### src/rtl/alu_pkg.sv
// Shared ALU op codes, RV32I opcode constants and the decoded-entry record
// used by the ALU issue stage.
package alu_pkg;

    localparam logic [3:0] ALU_AND = 4'b0000;
    localparam logic [3:0] ALU_OR  = 4'b0001;
    localparam logic [3:0] ALU_ADD = 4'b0010;
    localparam logic [3:0] ALU_XOR = 4'b0011;
    localparam logic [3:0] ALU_SLL = 4'b0100;
    localparam logic [3:0] ALU_SRL = 4'b0101;
    localparam logic [3:0] ALU_SUB = 4'b0110;
    localparam logic [3:0] ALU_SRA = 4'b0111;
    localparam logic [3:0] ALU_BEQ = 4'b1000;
    localparam logic [3:0] ALU_BGE = 4'b1001;
    localparam logic [3:0] ALU_LT  = 4'b1100;

    localparam logic [6:0] OPC_OP     = 7'b0110011;
    localparam logic [6:0] OPC_OP_IMM = 7'b0010011;
    localparam logic [6:0] OPC_LOAD   = 7'b0000011;
    localparam logic [6:0] OPC_STORE  = 7'b0100011;
    localparam logic [6:0] OPC_BRANCH = 7'b1100011;

    localparam logic [6:0] F7_ZERO = 7'b0000000;
    localparam logic [6:0] F7_ALT  = 7'b0100000;

    typedef enum logic {SrcbRs2, SrcbImm} srcb_sel_e;

    typedef struct packed {
        logic [3:0]  op;
        srcb_sel_e   srcb_sel;
        logic [31:0] imm;
        logic [4:0]  rd;
        logic        reg_write;
        logic        is_branch;
        logic        illegal;
    } alu_entry_t;

endpackage

### src/rtl/alu_op_decode.sv
// Combinational RV32I decoder: instruction word -> ALU op, SrcB selection,
// immediate, destination and control flags.
module alu_op_decode
    import alu_pkg::*;
(
    input  logic [31:0] instr_i,
    output alu_entry_t  entry_o
);

    logic [6:0]  opcode;
    logic [6:0]  funct7;
    logic [2:0]  funct3;
    logic [31:0] i_imm;
    logic [31:0] s_imm;
    logic [31:0] shamt;
    logic        bad;
    alu_entry_t  e;

    assign opcode = instr_i[6:0];
    assign funct3 = instr_i[14:12];
    assign funct7 = instr_i[31:25];
    assign i_imm  = {{20{instr_i[31]}}, instr_i[31:20]};
    assign s_imm  = {{20{instr_i[31]}}, instr_i[31:25], instr_i[11:7]};
    assign shamt  = {27'b0, instr_i[24:20]};

    always_comb begin
        e          = '0;
        e.srcb_sel = SrcbRs2;
        bad        = 1'b0;
        case (opcode)
            OPC_OP: begin
                e.reg_write = 1'b1;
                case (funct3)
                    3'b000: begin
                        if (funct7 == F7_ZERO)     e.op = ALU_ADD;
                        else if (funct7 == F7_ALT) e.op = ALU_SUB;
                        else                       bad  = 1'b1;
                    end
                    3'b101: begin
                        if (funct7 == F7_ZERO)     e.op = ALU_SRL;
                        else if (funct7 == F7_ALT) e.op = ALU_SRA;
                        else                       bad  = 1'b1;
                    end
                    3'b111:  begin e.op = ALU_AND; bad = (funct7 != F7_ZERO); end
                    3'b110:  begin e.op = ALU_OR;  bad = (funct7 != F7_ZERO); end
                    3'b100:  begin e.op = ALU_XOR; bad = (funct7 != F7_ZERO); end
                    3'b001:  begin e.op = ALU_SLL; bad = (funct7 != F7_ZERO); end
                    3'b010:  begin e.op = ALU_LT;  bad = (funct7 != F7_ZERO); end
                    default: bad = 1'b1;
                endcase
            end
            OPC_OP_IMM: begin
                e.reg_write = 1'b1;
                e.srcb_sel  = SrcbImm;
                e.imm       = i_imm;
                case (funct3)
                    3'b000: e.op = ALU_ADD;
                    3'b111: e.op = ALU_AND;
                    3'b110: e.op = ALU_OR;
                    3'b100: e.op = ALU_XOR;
                    3'b010: e.op = ALU_LT;
                    3'b001: begin
                        e.op  = ALU_SLL;
                        e.imm = shamt;
                        bad   = (funct7 != F7_ZERO);
                    end
                    3'b101: begin
                        e.imm = shamt;
                        if (funct7 == F7_ZERO)     e.op = ALU_SRL;
                        else if (funct7 == F7_ALT) e.op = ALU_SRA;
                        else                       bad  = 1'b1;
                    end
                    default: bad = 1'b1;
                endcase
            end
            OPC_LOAD: begin
                e.op        = ALU_ADD;
                e.srcb_sel  = SrcbImm;
                e.imm       = i_imm;
                e.reg_write = 1'b1;
            end
            OPC_STORE: begin
                e.op       = ALU_ADD;
                e.srcb_sel = SrcbImm;
                e.imm      = s_imm;
            end
            OPC_BRANCH: begin
                e.is_branch = 1'b1;
                case (funct3)
                    3'b000:  e.op = ALU_BEQ;
                    3'b101:  e.op = ALU_BGE;
                    3'b100:  e.op = ALU_LT;
                    default: bad  = 1'b1;
                endcase
            end
            default: bad = 1'b1;
        endcase

        if (bad) begin
            e          = '0;
            e.srcb_sel = SrcbRs2;
            e.illegal  = 1'b1;
        end
        if (e.reg_write) e.rd = instr_i[11:7];
        // Writes to x0 are architecturally discarded.
        if (e.rd == 5'd0) e.reg_write = 1'b0;
    end

    assign entry_o = e;

    logic unused_rs1;
    assign unused_rs1 = ^instr_i[19:15];

endmodule

### src/rtl/alu_op_issue_stage.sv
// One-entry valid/ready issue register feeding the ALU with op code and operands.
// Optional first-illegal-instruction capture under ALU_ISSUE_ILLEGAL_CAPTURE_EN.
module alu_op_issue_stage
    import alu_pkg::*;
#(
    parameter int unsigned DATA_WIDTH    = 32,
    parameter int unsigned OPCODE_LENGTH = 4
) (
    input  logic                     clk_i,
    input  logic                     reset_ni,
    input  logic                     in_valid_i,
    output logic                     in_ready_o,
    input  logic [31:0]              instr_i,
    input  logic [DATA_WIDTH-1:0]    rs1_data_i,
    input  logic [DATA_WIDTH-1:0]    rs2_data_i,
    input  logic                     flush_i,
    output logic                     out_valid_o,
    input  logic                     out_ready_i,
    output logic [OPCODE_LENGTH-1:0] operation_o,
    output logic [DATA_WIDTH-1:0]    src_a_o,
    output logic [DATA_WIDTH-1:0]    src_b_o,
    output logic [4:0]               rd_o,
    output logic                     reg_write_o,
    output logic                     is_branch_o,
`ifdef ALU_ISSUE_ILLEGAL_CAPTURE_EN
    output logic                     illegal_seen_o,
    output logic [31:0]              illegal_instr_o,
`endif
    output logic                     illegal_o
);

    alu_entry_t entry;
    logic       load;

    logic                     valid_d, valid_q;
    logic [OPCODE_LENGTH-1:0] op_d, op_q;
    logic [DATA_WIDTH-1:0]    src_a_d, src_a_q, src_b_d, src_b_q;
    logic [4:0]               rd_d, rd_q;
    logic                     reg_write_d, reg_write_q;
    logic                     is_branch_d, is_branch_q;
    logic                     illegal_d, illegal_q;

    alu_op_decode u_decode (
        .instr_i (instr_i),
        .entry_o (entry)
    );

    assign in_ready_o = !valid_q || out_ready_i;
    // A flush drops a same-cycle input, so it never counts as accepted.
    assign load       = in_valid_i && in_ready_o && !flush_i;

    always_comb begin
        valid_d     = valid_q;
        op_d        = op_q;
        src_a_d     = src_a_q;
        src_b_d     = src_b_q;
        rd_d        = rd_q;
        reg_write_d = reg_write_q;
        is_branch_d = is_branch_q;
        illegal_d   = illegal_q;
        if (flush_i) begin
            valid_d = 1'b0;
        end else if (load) begin
            valid_d     = 1'b1;
            op_d        = OPCODE_LENGTH'(entry.op);
            src_a_d     = rs1_data_i;
            src_b_d     = (entry.srcb_sel == SrcbImm) ? DATA_WIDTH'($signed(entry.imm))
                                                      : rs2_data_i;
            rd_d        = entry.rd;
            reg_write_d = entry.reg_write;
            is_branch_d = entry.is_branch;
            illegal_d   = entry.illegal;
        end else if (out_ready_i) begin
            valid_d = 1'b0;
        end
    end

    always_ff @(posedge clk_i or negedge reset_ni) begin
        if (!reset_ni) begin
            valid_q     <= 1'b0;
            op_q        <= '0;
            src_a_q     <= '0;
            src_b_q     <= '0;
            rd_q        <= '0;
            reg_write_q <= 1'b0;
            is_branch_q <= 1'b0;
            illegal_q   <= 1'b0;
        end else begin
            valid_q     <= valid_d;
            op_q        <= op_d;
            src_a_q     <= src_a_d;
            src_b_q     <= src_b_d;
            rd_q        <= rd_d;
            reg_write_q <= reg_write_d;
            is_branch_q <= is_branch_d;
            illegal_q   <= illegal_d;
        end
    end

    assign out_valid_o = valid_q;
    assign operation_o = op_q;
    assign src_a_o     = src_a_q;
    assign src_b_o     = src_b_q;
    assign rd_o        = rd_q;
    assign reg_write_o = reg_write_q;
    assign is_branch_o = is_branch_q;
    assign illegal_o   = illegal_q;

`ifdef ALU_ISSUE_ILLEGAL_CAPTURE_EN
    logic        illegal_seen_d, illegal_seen_q;
    logic [31:0] illegal_instr_d, illegal_instr_q;

    always_comb begin
        illegal_seen_d  = illegal_seen_q;
        illegal_instr_d = illegal_instr_q;
        if (load && entry.illegal && !illegal_seen_q) begin
            illegal_seen_d  = 1'b1;
            illegal_instr_d = instr_i;
        end
    end

    always_ff @(posedge clk_i or negedge reset_ni) begin
        if (!reset_ni) begin
            illegal_seen_q  <= 1'b0;
            illegal_instr_q <= '0;
        end else begin
            illegal_seen_q  <= illegal_seen_d;
            illegal_instr_q <= illegal_instr_d;
        end
    end

    assign illegal_seen_o  = illegal_seen_q;
    assign illegal_instr_o = illegal_instr_q;
`endif

endmodule
### config.mk
export PLATFORM = sky130hd
export DESIGN_NAME = alu_op_issue_stage
export DESIGN_NICKNAME = d
export VERILOG_FILES = /design/src/rtl/alu_pkg.sv /design/src/rtl/alu_op_decode.sv /design/src/rtl/alu_op_issue_stage.sv
export SDC_FILE = /design/constraint.sdc
export NUM_CORES = 1
export LEC_CHECK = 0
export CAP_MARGIN = 20
export CORE_ASPECT_RATIO = 1.5
export CORE_MARGIN = 4
export CORE_UTILIZATION = 41
export CTS_BUF_LIST = sky130_fd_sc_hd__clkbuf_2
export CTS_CLUSTER_DIAMETER = 30
export DETAILED_ROUTE_END_ITERATION = 10
export PLACE_DENSITY = 0.83
export SLEW_MARGIN = 20
export SYNTH_ARGS = -nofsm -noshare
export SYNTH_HDL_FRONTEND = slang
export SYNTH_SLANG_ARGS = --single-unit
export TNS_END_PERCENT = 10
### constraint.sdc
create_clock -name clk_i -period 2 [get_ports clk_i]
set_clock_uncertainty 0.15 [all_clocks]
set_input_delay 0.2 -clock clk_i [delete_from_list [all_inputs] [get_ports clk_i]]
set_output_delay 0.2 -clock clk_i [all_outputs]
set_load 0.02 [all_outputs]
# ---- Word-level counts from Yosys, hierarchy flattened
# Cells that the tools add are included.
# Widths: inputs -> output; s select.
dict set report word_totals {
  in_bits 101
  regBits 77
}
dict set report classes {
  n_reduce_logical 18
  mux 25
  eq_ne 12
  n_bitwise 1
}
# op n
set op_table {}
lappend op_table {{$pmux 33 s3} 1}
lappend op_table {{$mux 32} 2}
lappend op_table {{$pmux 4 s6} 2}
lappend op_table {{$mux 45} 1}
lappend op_table {{$eq 7x6->1 const B} 3}
lappend op_table {{$pmux 4 s4} 1}
lappend op_table {{$eq 3x3->1 const B} 4}
lappend op_table {{$pmux 4 s3} 1}
lappend op_table {{$reduce_or 5->1} 2}
lappend op_table {{$mux 1} 9}
lappend op_table {{$mux 4} 2}
lappend op_table {{$eq 7x2->1 const B} 1}
lappend op_table {{$eq 7x5->1 const B} 1}
lappend op_table {{$eq 7x7->1 const B} 1}
lappend op_table {{$logic_not 7->1} 1}
lappend op_table {{$reduce_bool 7->1} 1}
lappend op_table {{$mux 3} 2}
lappend op_table {{$reduce_or 2->1} 3}
lappend op_table {{$reduce_or 3->1} 2}
lappend op_table {{$logic_not 5->1} 1}
lappend op_table {{$mux 5} 1}
lappend op_table {{$pmux 1 s4} 1}
lappend op_table {{$eq 3x1->1 const B} 1}
lappend op_table {{$eq 3x2->1 const B} 1}
lappend op_table {{9 further kinds} 11}

# ---- Logic depth before layout (Yosys ltp)
# Gate-level depths: netlist (run 1).
dict set report depth {
  ltp_word 9
  depth_mapped 7
}

# ---- Cells and area by module
# From an unflattened synthesis (run 1), not the netlist that was laid out.
dict set report hier_totals {
  hier_cells 302
  area_unflattened_um2 4000.1
}
# module cells_each area_per_inst_um2 seq_area_each_um2 n_inst
set modules_own_cells {}
lappend modules_own_cells {alu_op_issue_stage 202 3314.4 1926.8 1}
lappend modules_own_cells {alu_op_decode 100 685.7 0.0 1}

# ---- Least setup slack after synthesis (run 1)
# Ideal clock, no wire load.
dict set report synth_path {
  path_type {register to register}
  from {register valid_q (netlist: out_valid_o)}
  to {register rd_q[3] (netlist: rd_o[3])}
  arrival_ps 1782
  t_required_ps 1782
  path_buffers 2
  stages_incl_launch_ff 7
  synth_period_minus_slack_ps 2000
  setup_ps 68
  setup_slack_ps 0
  path_cell_list {dfrtp_1 > nor2b_1 > inv_1 > nand3b_2 > clkbuf_1 > clkbuf_1 > a32o_1}
}
dict set report synth_via {
  elab_chain_len 5
}
# item line_no
set synth_rtl {}
lappend synth_rtl {{start: declaration} alu_op_issue_stage.sv:35} ;# logic valid_d, valid_q;
lappend synth_rtl {{start signal: assignment} alu_op_issue_stage.sv:89} ;# valid_q <= valid_d;
lappend synth_rtl {{$logic_not 1->1} alu_op_issue_stage.sv:48} ;# assign in_ready_o = !valid_q || out_ready_i;
lappend synth_rtl {{$logic_or 1x1->1} alu_op_issue_stage.sv:48}
lappend synth_rtl {{net in_ready_o} alu_op_issue_stage.sv:12} ;# output logic in_ready_o,
lappend synth_rtl {{$logic_and 1x1->1 (2 in a row)} alu_op_issue_stage.sv:50} ;# assign load = in_valid_i && in_ready_o && !flush_i;
lappend synth_rtl {{$reduce_and 2->1 (no line)} -}
lappend synth_rtl {{end signal: assignment} alu_op_issue_stage.sv:93} ;# rd_q <= rd_d;
lappend synth_rtl {{end: declaration} alu_op_issue_stage.sv:38} ;# logic [4:0] rd_d, rd_q;
# The timed path passes the listed nets, and every way through them passes these cells.
# A chain may end at the register's enable or synchronous reset.

# ---- Worst setup path in the final report (run 1)
dict set report layout_path {
  from {register src_a_q[8] (netlist: src_a_o[8])}
  to {output port src_a_o[8]}
}
# item line_no
set layout_rtl {}
lappend layout_rtl {{start: declaration} alu_op_issue_stage.sv:37} ;# logic [DATA_WIDTH-1:0] src_a_d, src_a_q, src_b_d, src_b_q;
lappend layout_rtl {{start signal: assignment} alu_op_issue_stage.sv:91} ;# src_a_q <= src_a_d;
lappend layout_rtl {{end: declaration} alu_op_issue_stage.sv:20} ;# output logic [DATA_WIDTH-1:0] src_a_o,
# No word-level cell between the ends.

==> impl_metrics.yaml, run 1 <==
run_status:
  status: "completed"
synth:
  yosysWarnings: 0
  synthesis.area_um2: 3370
  seq_area_frac_synth_pct: 57.2
  synthMuxAreaShare_pct: 0
  ys_seq_elements: 77
  synth-simple-area-share_pct: 17.9
  synth_top_family_by_area: "compound AO/OA/AOI/OAI gates"
  async_reset_ff_share_pct: 100
  yosysUniqueCellTypes: 48
  synth-main-ff-cell: "dfrtp_1"
  synth_fa_ha_area_share_pct: 0
  synth.largest_area_cell: "dfrtp_1"
  synth_edf_count: 0
  synthTopCellsByArea: "dfrtp_1, nand2_1, a221o_1"
  synth_xor_xnor_area_share_pct: 0.260
  syn_inst: 325
  yosysMostFrequentCell: "nand2_1"
  synth.avg_cell_area_um2: 10.4
  netlist.area_leader.share_pct: 57.2
  synth_compound_area_share_pct: 21.1
  synth_nets: 426
  ys_top_cells_by_count: "nand2_1, dfrtp_1, a221o_1"
clock_network:
  cts_tree: "built"
  cts_buffer_depth: 2
  htree_levels: 3
  clock_sinks: 77
  insertion_delay_ns: 0.50
  cts_root_buffer: "clkbuf_2"
  cts.reportedPaths.clkPinSlew_ns: 0.20
  cts_made_buffers: 9
min_path:
  worstHoldEndpoint: "src_a_o[11]"
  hold_class: "primary input to register"
  worstHoldStart: "rs1_data_i[11]"
  hold-path-cell-count: 3
route:
  drt_wl_total_um: 11400
  wl_met2_um: 6360
  dr_wl_met3_um: 628
  vias: 3514
  route.detailed.drc: 0
  wl_per_cell_um: 17.5
  top_layer: "met4"
  drtAntennaViolNets: 0
  wl_met1_um: 3870
  dr.pass1.iters: 4
  routed_via_density: 5.37
  first_iter_violations: 107
placed_design:
  gp_congestion: 0.812
  hpwl_um: 8440
  dpl-instance-area_um2: 5420
  io_buffers: 173
grt:
  grt_pass1_wl_um: 17400
  grt_pass1_vias: 3583
  antenna_found_initial: 1
  grt_usage_pct: 23.7
  grt_remaining_overflow: 0
  grt_max_degree: 38
critical_path:
  cp_top_family: "buffers and inverters"
  r2r-start: "out_valid_o"
  slowest_delay_ns: 0.65
  crit_type: "register to output port"
  r2r-end: "src_b_o[22]"
  reg2reg_slack_ns: 0.16
  cp.required_ns: 1.65
  worst_r2r_path_depth: 5
  crit_arrival_ns: 1.56
  cp-start-kind: "register"
  cp_max_fo: 2
  path_buf_inv: 1
  critical_path_depth: 1
  critPathSlowestCell: "clkdlybuf4s50_1"
  crit_path_cell_trace: "clkdlybuf4s50_1"
  endpoint_kind: "output port"
final_layout:
  nets: 644
  syn_to_final_growth_pct: 71.3
  drive_gt1_share_pct: 12.0
  finalInstanceArea_um2: 5760
pwr:
  vdd_drop_max_uv: 423
  power.leakage_nw: 2.83
  power_density_nw_per_um2: 695
  power_mw: 4.00
timing:
  max_freq_mhz: 522
  fin_hold_ws_ns: 0.0524
  finalCritPeriodShare_pct: 95.7
  slew_headroom_pct: 51.8
  final-setup-viol-count: 0
  hold_viol_final: 0
  tightest_slew_ns: 0.721
  min_period_ns: 1.91
  slew_violations: 0
die:
  dieWidth_um: 82.0
  start_util_pct: 42.0
  core-area_um2: 8010
  rows: 40
  die_y_um: 119
  die_area_um2: 9750
  ios: 179
run:
  drv_cap: 0
## how the worst max path moves through the flow
stage	from	endpoint	slack (ns)
floorplan	out_valid_o	src_a_o[22]	0.02
global route	src_a_o[8]	src_a_o[8]	-0.02
detailed placement	instr_i[12]	src_b_o[14]	-0.42
finish	src_a_o[8]	src_a_o[8]	0.09
CTS	illegal_o	illegal_o	0.01
global placement	instr_i[12]	src_b_o[17]	-0.32
## flip-flops by register name, summed over array words and instances (netlist names)
register     count
src_a_o         32
src_b_o         32
rd_o             5
operation_o      4
illegal_o        1
is_branch_o      1
out_valid_o      1
reg_write_o      1
## report_power, final
| part | switching (mW) | total [mW] | internal [mW] | leakage, nW |
|---|---|---|---|---|
| clock network | 0.527 | 0.819 | 0.292 | 0.0710 |
| registers | 0.109 | 1.86 | 1.75 | 0.968 |
| logic | 0.629 | 1.33 | 0.697 | 1.79 |
## layout make-up
| type | count | area (µm²) |
|---|---|---|
| fill | 610 | 2240 |
| timing repair buffer | 228 | 2250 |
| clock buffer | 11 | 55.1 |
| multi-input combinational | 224 | 1340 |
| tap | 105 | 131 |
| inverter | 3 | 11.3 |
| clock inverter | 5 | 51.3 |
| sequential | 77 | 1930 |
| antenna | 1 | 2.50 |
## per-layer routing
metal	vias up	track usage (%)
met1	1721	24.4
li1	1598	-
met3	40	3.86
met2	155	42.7
met4	0	14.6
met5	-	0
## through the flow
| stage | setup WS (ns) | TNS (ns) | cells | util, % |
|---|---|---|---|---|
| 6_report | 0.0853 | 0 | 654 | 72.0 |
| 5_1_grt | -0.0200 | -0.0254 | 654 | 72.0 |
| 4_1_cts | 0.0141 | 0 | 650 | 71.0 |
| 3_5_place_dp | -0.418 | -16.58 | 618 | 67.7 |
| 3_3_place_gp | -0.322 | -13.07 | 618 | 67.7 |
| 2_1_floorplan | 0.0163 | 0 | 325 | - |
## cells in the final DEF (no fill, tap or decap), types with 7 or more instances in the layout
cell / n
buf_4: 35
nand2_1: 106
clkdlybuf4s50_1: 153
clkbuf_2: 11
a21oi_1: 7
a32o_1: 7
a21o_1: 7
a221o_1: 21
nor2_1: 7
dfrtp_1: 77
dlygate4sd3_1: 19
a22o_1: 10
dlymetal6s2s_1: 16
## cell families after synthesis
group	count (synthesis)
DFF	77
and+or+nand+nor	138
xor gates and xnor gates	1
AOI/OAI and AO/OA	85
buffers and inverters	24
## repair_timing
| item | 4_1_cts | 5_1_grt |
|---|---|---|
| hold endpoints to repair | 90 | 3 |
| setup endpoints to repair | 3 | 24 |
| hold buffers | 16 | 3 |
| buffers inserted | 0 | 0 |
| resized for setup | 4 | 17 |
| pin swaps | 0 | 5 |
(Power assumes the default switching activity.)
==> run 2: changes to the inputs <==
Settings changed: CORE_UTILIZATION 41 to 59, DONT_BUFFER_PORTS from default to 1, PLACE_DENSITY 0.83 to 0.75.
Clock period 2 ns to 2.3 ns, I/O delays scaled along.
==> run 2 against run 1 <==
  * Core utilization grew 11 points
  * Sequential power is essentially flat
  * Wire length shrank 7.3%
  * First-iteration DRC count grew to 3.2 times the previous value
  * Critical path depth grew 4
  * Global-route usage grew 6.6 points
  * Die area shrank 28%
  * Sequential share of layout area grew 8.9 points
  * Highest routed layer unchanged
==> impl_metrics.yaml, run 2 (synthesis gave the netlist of run 1 again) <==
clock_network:
  htree_levels: 3
  cts_setup_buffers: 0
  clock_sinks: 77
  cts_tree: "built"
  cts_buffer_depth: 2
  insertion_delay_ns: 0.51
  cts_made_buffers: 9
  cts_root_buffer: "clkbuf_2"
  cts.reportedPaths.clkPinSlew_ns: 0.22
route:
  vias: 3151
  dr.pass1.iters: 5
  route.detailed.drc: 0
  drtAntennaViolNets: 0
  wl_per_cell_um: 21.4
  first_iter_violations: 342
  routed_via_density: 6.35
  drt_wl_total_um: 10600
die:
  start_util_pct: 61.3
  ios: 179
  dieWidth_um: 69.7
  die_area_um2: 7000
  rows: 33
  die_y_um: 101
  core-area_um2: 5490
grt:
  gr-usage-met2_pct: 53.7
  grt_pass1_wl_um: 16500
  gr-usage-met1_pct: 33.3
  grt_max_degree: 78
  antenna_found_initial: 0
  grt_remaining_overflow: 0
  grt_usage_pct: 30.3
  grt_pass1_vias: 3136
  grt.busiest_layer: "met2"
  grt_use_met3_pct: 10.3
placed_design:
  dpl-instance-area_um2: 3410
  hpwl_um: 5930
  io_buffers: 0
  pre_cts_slack_ns: 0.227
  gp_congestion: 0.942
critical_path:
  endpoint_kind: "register"
  crit_type: "register to register"
  cp_max_fo: 21
  cp.required_ns: 2.61
  cp-start-kind: "register"
  crit_arrival_ns: 2.42
timing:
  final_critical_path_setup_slack_ns: 0.192
  max_freq_mhz: 474
  tightest_slew_ns: 0.731
  slew_violations: 0
  min_period_ns: 2.11
  rsz0062_at_grt: "no"
  final-setup-viol-count: 0
  hold_viol_final: 0
  finalCritPeriodShare_pct: 91.7
  slew_headroom_pct: 51.3
  tns_ns: 0
  fin_hold_ws_ns: 0.0142
final_layout:
  syn_to_final_growth_pct: 35.2
  finalInstanceArea_um2: 4550
  final_cell_mix: "nand2_1, dlygate4sd3_1, dfrtp_1"
  fillers: 290
  nets: 521
  drive_gt1_share_pct: 9.18
  final_common_cell: "nand2_1"
min_path:
  hold_class: "primary input to register"
pwr:
  vdd_drop_max_uv: 528
  power_density_nw_per_um2: 706
  power.leakage_nw: 2.18
run:
  drv_cap: 0
run_status:
  status: "completed"
## run 2: worst paths after layout
path | start | end | slack, ns | depth (start not counted)
max in group asynchronous | reset_ni | src_a_o[16] | 1.60 | 2
min in group asynchronous | reset_ni | src_b_o[23] | 0.08 | 2
hold / removal | instr_i[14] | operation_o[2] | 0.01 | 3
setup / recovery | out_valid_o | src_b_o[27] | 0.19 | 5
hold reg to reg | src_a_o[1] | src_a_o[1] | 0.50 | 2
setup reg to reg | out_valid_o | src_b_o[27] | 0.19 | 5
## run 2: through the flow
step,power [mW],utilization (%),instances
floorplan,2.10,-,325
global placement,2.17,62.2,382
detailed placement,2.19,62.2,382
CTS,3.18,82.3,493
global route,3.34,82.8,495
finish,3.21,82.9,496
## run 2: metal layers
metal,wire (µm),up-vias,part of all wire (%)
met2,5630,193,53
li1,-,1355,-
met4,336,0,3.2
met3,920,36,8.7
met1,3710,1567,35
met5,0,-,0
## run 2: cell type report
type / count / area, µm² / share of cell area (%)
diodes: 1 / 2.50 / 0.0550
repair buffers: 105 / 1050 / 23.1
multi-input cells: 224 / 1340 / 29.3
well taps: 70 / 87.6 / 1.92
inverters: 3 / 11.3 / 0.247
clock inverters: 6 / 86.3 / 1.90
flip-flops and latches: 77 / 1930 / 42.3
clock buffers: 10 / 50.0 / 1.10
## run 2: critical path, stage by stage (launching register included)
cell	delay (ns)
dfrtp_1	0.43
nor2b_1	0.18
nor3b_4	0.27
o211a_1	0.21
and2_1	0.61
a221o_1	0.22
## run 2: what timing repair did
item | CTS | global route
hold buffers | 95 | 2
hold endpoints to repair | 154 | 1
endpoints found under the setup margin | 0 | 3
gates resized for setup | 0 | 2
## run 2: power by group
| group | switching (mW) | internal, mW |
|---|---|---|
| combinational | 0.231 | 0.256 |
| sequential | 0.358 | 1.52 |
| clock | 0.482 | 0.366 |
| total | 1.07 | 2.14 |
